$ cat src/rtl/zdac_spi_writer.sv
// ---------------------------------------------------------------------------
// zdac_spi_writer
//   SPI write master for a 16-bit serial DAC. One sample is accepted per
//   iValid/oReady handshake and shifted out MSB first inside a single
//   CS_N-framed word. SCK idles low and the DAC samples DIN on SCK rising
//   edges. An optional LDAC_N strobe follows each frame.
//
//   Optional feature macro: ZDAC_LDAC_EN
//     defined   : after CS_N rises, wait one cycle, then pulse oLDAC_N low for
//                 LDAC_W cycles before the inter-frame gap.
//     undefined : oLDAC_N is constantly 1 and the gap starts at the CS_N rise.
//
// Ports
//   iClk     in   system clock
//   iRstN    in   asynchronous reset, active-low
//   iEn      in   block enable; low aborts any frame and holds the block idle
//   iData    in   sample to transmit, captured at the handshake
//   iValid   in   iData valid
//   oReady   out  block can accept a sample (idle and iEn=1)
//   oCS_N    out  DAC chip select, active-low
//   oSCK     out  serial clock, idles low
//   oSDI     out  serial data to DAC DIN
//   oLDAC_N  out  DAC load strobe, active-low
//   oDone    out  one-cycle pulse when a frame fully completes
// ---------------------------------------------------------------------------
module zdac_spi_writer #(
  parameter int DATA_W   = 16,
  parameter int SCK_DIV  = 1,
  parameter int CS_SETUP = 2,
  parameter int CS_HOLD  = 2,
  parameter int IDLE_MIN = 4,
  parameter int LDAC_W   = 2
) (
  input  logic              iClk,
  input  logic              iRstN,
  input  logic              iEn,
  input  logic [DATA_W-1:0] iData,
  input  logic              iValid,
  output logic              oReady,
  output logic              oCS_N,
  output logic              oSCK,
  output logic              oSDI,
  output logic              oLDAC_N,
  output logic              oDone
);

  // The LDAC state spends one cycle with CS_N high before the strobe itself.
  localparam int LDAC_CYC = LDAC_W + 1;
  localparam int M1       = (SCK_DIV > CS_SETUP) ? SCK_DIV : CS_SETUP;
  localparam int M2       = (M1 > CS_HOLD) ? M1 : CS_HOLD;
  localparam int M3       = (M2 > IDLE_MIN) ? M2 : IDLE_MIN;
  localparam int CNT_MAX  = (M3 > LDAC_CYC) ? M3 : LDAC_CYC;
  localparam int CNT_W    = $clog2(CNT_MAX + 1);
  localparam int BIT_W    = (DATA_W > 1) ? $clog2(DATA_W) : 1;

  localparam logic [CNT_W-1:0] SETUP_LAST = CNT_W'(CS_SETUP - 1);
  localparam logic [CNT_W-1:0] DIV_LAST   = CNT_W'(SCK_DIV - 1);
  localparam logic [CNT_W-1:0] HOLD_LAST  = CNT_W'(CS_HOLD - 1);
  localparam logic [CNT_W-1:0] GAP_LAST   = CNT_W'(IDLE_MIN - 1);
  localparam logic [CNT_W-1:0] LDAC_LAST  = CNT_W'(LDAC_W);
  localparam logic [BIT_W-1:0] BIT_LAST   = BIT_W'(DATA_W - 1);

  typedef enum logic [2:0] {
    S_IDLE,
    S_SETUP,
    S_SHIFT_LO,
    S_SHIFT_HI,
    S_HOLD,
`ifdef ZDAC_LDAC_EN
    S_LDAC,
`endif
    S_GAP
  } state_t;

  state_t            r_state;
  state_t            w_nextState;
  logic [CNT_W-1:0]  r_cnt;
  logic [BIT_W-1:0]  r_bit;
  logic [DATA_W-1:0] r_shift;
  logic              r_done;
  logic              w_accept;

  assign w_accept = (r_state == S_IDLE) && iEn && iValid;
  assign oDone    = r_done;

  // State register, phase counter, bit counter and shift register.
  // The phase counter restarts on every state change so each state measures
  // its own length; it is held at zero while idle.
  always_ff @(posedge iClk or negedge iRstN) begin
    if (!iRstN) begin
      r_state <= S_IDLE;
      r_cnt   <= '0;
      r_bit   <= '0;
      r_shift <= '0;
      r_done  <= 1'b0;
    end else begin
      r_state <= w_nextState;
      if ((w_nextState != r_state) || (r_state == S_IDLE))
        r_cnt <= '0;
      else
        r_cnt <= r_cnt + 1'b1;

      if (w_accept) begin
        r_shift <= iData;
        r_bit   <= '0;
      end else if ((r_state == S_SHIFT_HI) && (w_nextState == S_SHIFT_LO)) begin
        r_shift <= {r_shift[DATA_W-2:0], 1'b0};
        r_bit   <= r_bit + 1'b1;
      end

      // Done only on a genuine gap exit; a gap cut short by iEn=0 is an abort.
      r_done <= (r_state == S_GAP) && (r_cnt == GAP_LAST) && iEn;
    end
  end

  // Next-state and output decode. Outputs depend only on registered state so
  // an asynchronous reset drives them to their idle values immediately.
  // oReady is additionally qualified by iRstN so it reads 0 while in reset.
  always_comb begin
    w_nextState = r_state;
    oReady      = 1'b0;
    oCS_N       = 1'b1;
    oSCK        = 1'b0;
    oSDI        = 1'b0;
    oLDAC_N     = 1'b1;

    case (r_state)
      S_IDLE: begin
        oReady = iEn && iRstN;
        if (w_accept)
          w_nextState = S_SETUP;
      end
      S_SETUP: begin
        oCS_N = 1'b0;
        oSDI  = r_shift[DATA_W-1];
        if (r_cnt == SETUP_LAST)
          w_nextState = S_SHIFT_LO;
      end
      S_SHIFT_LO: begin
        oCS_N = 1'b0;
        oSDI  = r_shift[DATA_W-1];
        if (r_cnt == DIV_LAST)
          w_nextState = S_SHIFT_HI;
      end
      S_SHIFT_HI: begin
        oCS_N = 1'b0;
        oSCK  = 1'b1;
        oSDI  = r_shift[DATA_W-1];
        if (r_cnt == DIV_LAST)
          w_nextState = (r_bit == BIT_LAST) ? S_HOLD : S_SHIFT_LO;
      end
      S_HOLD: begin
        oCS_N = 1'b0;
        oSDI  = r_shift[DATA_W-1];
        if (r_cnt == HOLD_LAST) begin
`ifdef ZDAC_LDAC_EN
          w_nextState = S_LDAC;
`else
          w_nextState = S_GAP;
`endif
        end
      end
`ifdef ZDAC_LDAC_EN
      S_LDAC: begin
        // First cycle keeps LDAC_N high so it never overlaps CS_N low.
        oLDAC_N = (r_cnt == '0);
        if (r_cnt == LDAC_LAST)
          w_nextState = S_GAP;
      end
`endif
      S_GAP: begin
        if (r_cnt == GAP_LAST)
          w_nextState = S_IDLE;
      end
      default: w_nextState = S_IDLE;
    endcase

    // Enable low overrides everything: abort on the next edge.
    if (!iEn)
      w_nextState = S_IDLE;
  end

endmodule

$ cat config.mk
export PLATFORM = sky130hd
export DESIGN_NAME = zdac_spi_writer
export DESIGN_NICKNAME = d
export VERILOG_FILES = /design/src/rtl/zdac_spi_writer.sv
export SDC_FILE = /design/constraint.sdc
export NUM_CORES = 1
export LEC_CHECK = 0
export ABC_AREA = 1
export BUFFER_PORTS_ARGS = -buffer_cell sky130_fd_sc_hd__buf_2
export CORE_MARGIN = 4
export CORE_UTILIZATION = 40
export DETAILED_ROUTE_END_ITERATION = 10
export HOLD_SLACK_MARGIN = 0.02
export SYNTH_ARGS = -nofsm -noshare
export SYNTH_HDL_FRONTEND = slang
export SYNTH_SLANG_ARGS = --single-unit
$ cat constraint.sdc
create_clock -name iClk -period 2.3 [get_ports iClk]
set_input_delay 0.23 -clock iClk [delete_from_list [all_inputs] [get_ports iClk]]
set_output_delay 0.23 -clock iClk [all_outputs]
set_load 0.005 [all_outputs]
==> implementation parameters <==
Parameter                              Value

Cells and area
  Diode insertion count for antenna repair ... 0
  Area added between synthesis and finish ... 12.43%
  Proportion of layout cells with a drive suffix above 1 ... 27.78%
  Number of nets in the layout ... 242

Route
  Vias per cell ... between 4 and 5
  Residual DRC count ... 0
  DRC violation total after the first TritonRoute iteration ... 78
  Routed Wire Length ... a little over 3 mm
  Avg WL per Cell ... 11.56 um
  Number of search-and-repair iterations in the first detailed-routing pass ... 4
  Via count ... 1275
  Remaining antenna violation count after routing ... 0

Floorplanning
  Die outline area ... roughly 5200 sq um
  Initial Util ... a little over two fifths
  Ports ... 26
  Core Region ... around 3800 sq um
  Die height ... a little over 70 um
  Die Width ... around 72 um
  Total number of placement rows ... 22

Synthesis
  Library cell with the highest instance count after synthesis ... sky130_fd_sc_hd__nand2_1
  Top cells by instance count after synthesis ... sky130_fd_sc_hd__nand2_1, sky130_fd_sc_hd__nand3_1, sky130_fd_sc_hd__dfrtp_1
  Cell type contributing the most total cell area after synthesis ... sky130_fd_sc_hd__dfrtp_1
  Number of synthesized register bits ... 27
  Post-synthesis cell area ... around 1600 sq um
  Sequential area share after synthesis ... 41.44%
  Number of enable flip-flop cells after synthesis ... 0
  Main area contributors after synthesis ... sky130_fd_sc_hd__dfrtp_1, sky130_fd_sc_hd__nand2_1, sky130_fd_sc_hd__mux2_2
  Post-Synthesis Cells ... roughly 190
  Synth warn ... 0
  Avg Cell Area, Syn ... between 8 and 9 sq um
  Share of flip-flops with an asynchronous set or reset after synthesis ... 100.0%
  Unique cell type count in the Yosys netlist ... 26
  Area fraction of the dominant cell type after synthesis ... slightly above 40%
  Post-synth net total ... 218
  Most instantiated flip-flop cell in the synthesis netlist ... sky130_fd_sc_hd__dfrtp_1

Power
  Reported net switching power ... 0.5988 mW
  Sequential Power Share ... 43.6%
  Clock share of power ... between 15 and 20%
  Switching fraction of total power ... 37.09%
  Total power of the final layout ... 1.614 mW
  Combinational cell fraction of total power ... 39.2%
  Total power density per cell area ... 880.6 nW/um^2
  VDD IR-drop max ... about 0.00038 V
  Leakage power ... 1.004 nW
  Internal power of the cells ... 1.015 mW

Global route
  Total Routing Usage GR ... 13.15%
  Via count of the first global-routing pass ... 1254
  First-pass GRT wire length ... 5.526 mm
  Maximum number of pins on one net before global-route repair ... 39
  Grt total ovfl ... 0
  Initial antenna violation count ... 0

Setup path
  Critical Path Source Type ... flop
  Setup CP Type ... reg -> reg
  Worst setup slack for register-to-register paths ... 0.48 ns
  Maximum fanout along the worst path ... 18
  Kind of end point of the critical path ... flop
  Endpoint arrival time on the critical path ... between 1.5 and 2 ns
  Crit path required time ... 2.46 ns

Place
  Weighted congestion reported at the end of routability-driven placement ... 0.8283
  Buffers on Ports ... 24
  DP Wirelength ... 2.211 mm

Clock network
  Buffer depth of the longest clock path ... 2
  Clk slew on worst S/H paths ... 0.10 ns
  CTS Root Cell ... sky130_fd_sc_hd__clkbuf_8
  Num CTS Buffers ... 3
  # clock sinks ... 27
  Count of H-tree levels built during CTS ... 1
  Number of setup buffers added after CTS ... 0
  Clock Latency Late Sink ... 0.27 ns
  CTS tree ... built

Timing
  Worst clock skew ... ~0.0067 ns
  Achievable Freq ... approximately 550 MHz
  Final-report hold violation count ... 0
  Post-route clock period utilization ... 79.08%
  Unrepaired setup endpoints after global routing ... false
  Final-report setup violation count ... 0
  Max-slew violation total from the final report ... 0
  Setup Total Neg Slack ... 0 ns
  Final Critical Period ... 1.819 ns

Worst hold path
  Worst Hold Class ... in -> reg

Job
  Maximum capacitance violations ... 0

Status
  Outcome ... finished, final reports clean
## layout make-up
cell class | instances | area [sq um]
Fill cell | 401 | 1966
Multi-Input combinational cell | 139 | 832.0
Sequential cell | 27 | 675.6
Timing Repair Buffer | 27 | 145.1
Inverter | 19 | 71.32
Tap cell | 48 | 60.06
Clock buffer | 3 | 41.29
Clock inverter | 1 | 7.507
## critical path, stage by stage, from the launching register on
cell                      delay [ns]
sky130_fd_sc_hd__dfrtp_1        0.42
sky130_fd_sc_hd__ha_1           0.21
sky130_fd_sc_hd__ha_1           0.19
sky130_fd_sc_hd__inv_1          0.07
sky130_fd_sc_hd__nand4_1        0.09
sky130_fd_sc_hd__nand2_1        0.08
sky130_fd_sc_hd__nor2_1         0.05
sky130_fd_sc_hd__nand2_2        0.08
sky130_fd_sc_hd__nand2_4        0.09
sky130_fd_sc_hd__nand2_8        0.16
sky130_fd_sc_hd__nand2_8        0.11
sky130_fd_sc_hd__nand2_1        0.08
sky130_fd_sc_hd__o21ai_0        0.07
## power groups by stage
stage                     logic (mW)  clock network, mW  registers (mW)
after floorplan                0.525                  0           0.689
after global placement         0.640                  0           0.717
after detailed placement       0.637                  0           0.713
after CTS                      0.641              0.285           0.705
after global routing           0.745              0.309           0.723
final                          0.632              0.279           0.703
## layout by cell type (no fill, tap or decap), drive strengths merged
master | netlist | routed
nand3 | 31 | 31
nand4 | 5 | 5
clkbuf | 0 | 3
nor3 | 3 | 3
ha | 5 | 5
conb | 1 | 1
nor2 | 16 | 16
xor2 | 2 | 2
clkinvlp | 0 | 1
buf | 8 | 26
mux2 | 14 | 14
a21oi | 2 | 2
o21ai | 6 | 6
nand2 | 54 | 54
dfrtp | 27 | 27
clkinv | 1 | 1
inv | 18 | 18
dlygate4sd3 | 0 | 1
## routing by layer
metal	routed length [um]	global-route usage [%]	vias to the layer above
li1	-	-	671
met1	1615	20.52	573
met2	1285	18.98	29
met3	132	1.823	2
met4	19	3.132	0
met5	0	0	-
## kinds of logic after synthesis
logic type / synth area share (%)
flops: 41.44
compound gates: 2.456
buf+inv: 7.521
mux: 9.670
fa+ha+maj: 3.837
simple gates: 33.77
xor+xnor: 1.075
other cells: 0.2300
## registers in the layout (all words and copies together) (netlist names)
signal   flops
r_shift     16
r_state      3
r_bit        4
oDone        1
r_cnt        3
## worst paths after layout
path	from	endpoint	cells past startpoint
worst min register to register	r_cnt[0]$_DFF_PN0_	r_cnt[0]$_DFF_PN0_	1
max in group asynchronous	iRstN	r_bit[3]$_DFFE_PN0P_	3
min in group asynchronous	iRstN	r_cnt[0]$_DFF_PN0_	3
worst min-delay path	iData[0]	r_shift[0]$_DFFE_PN0P_	3
worst max register to register	r_cnt[0]$_DFF_PN0_	r_shift[15]$_DFFE_PN0P_	12
worst max-delay path	r_cnt[0]$_DFF_PN0_	r_shift[15]$_DFFE_PN0P_	12
## what timing repair did
| item | CTS | global route |
|---|---|---|
| resized for setup | 0 | 0 |
| endpoints found under the hold margin | 27 | 0 |
| hold buffers | 1 | 0 |
| endpoints found under the setup margin | 0 | 0 |
## stage by stage
step           utilization (%)  setup WS, ns  cell area [sq um]  hold WS (ns)  cells
2_1_floorplan                -        0.6230               1630      -0.06559    193
3_3_place_gp             46.71        0.4958               1774        0.3093    259
5_1_grt                  48.25        0.2389               1833        0.2261    264
6_report                 48.25        0.4812               1833        0.1952    264
4_1_cts                  48.25        0.4628               1833        0.1953    264
3_5_place_dp             46.71        0.4875               1774        0.3108    259
(Power assumes the default switching activity.)
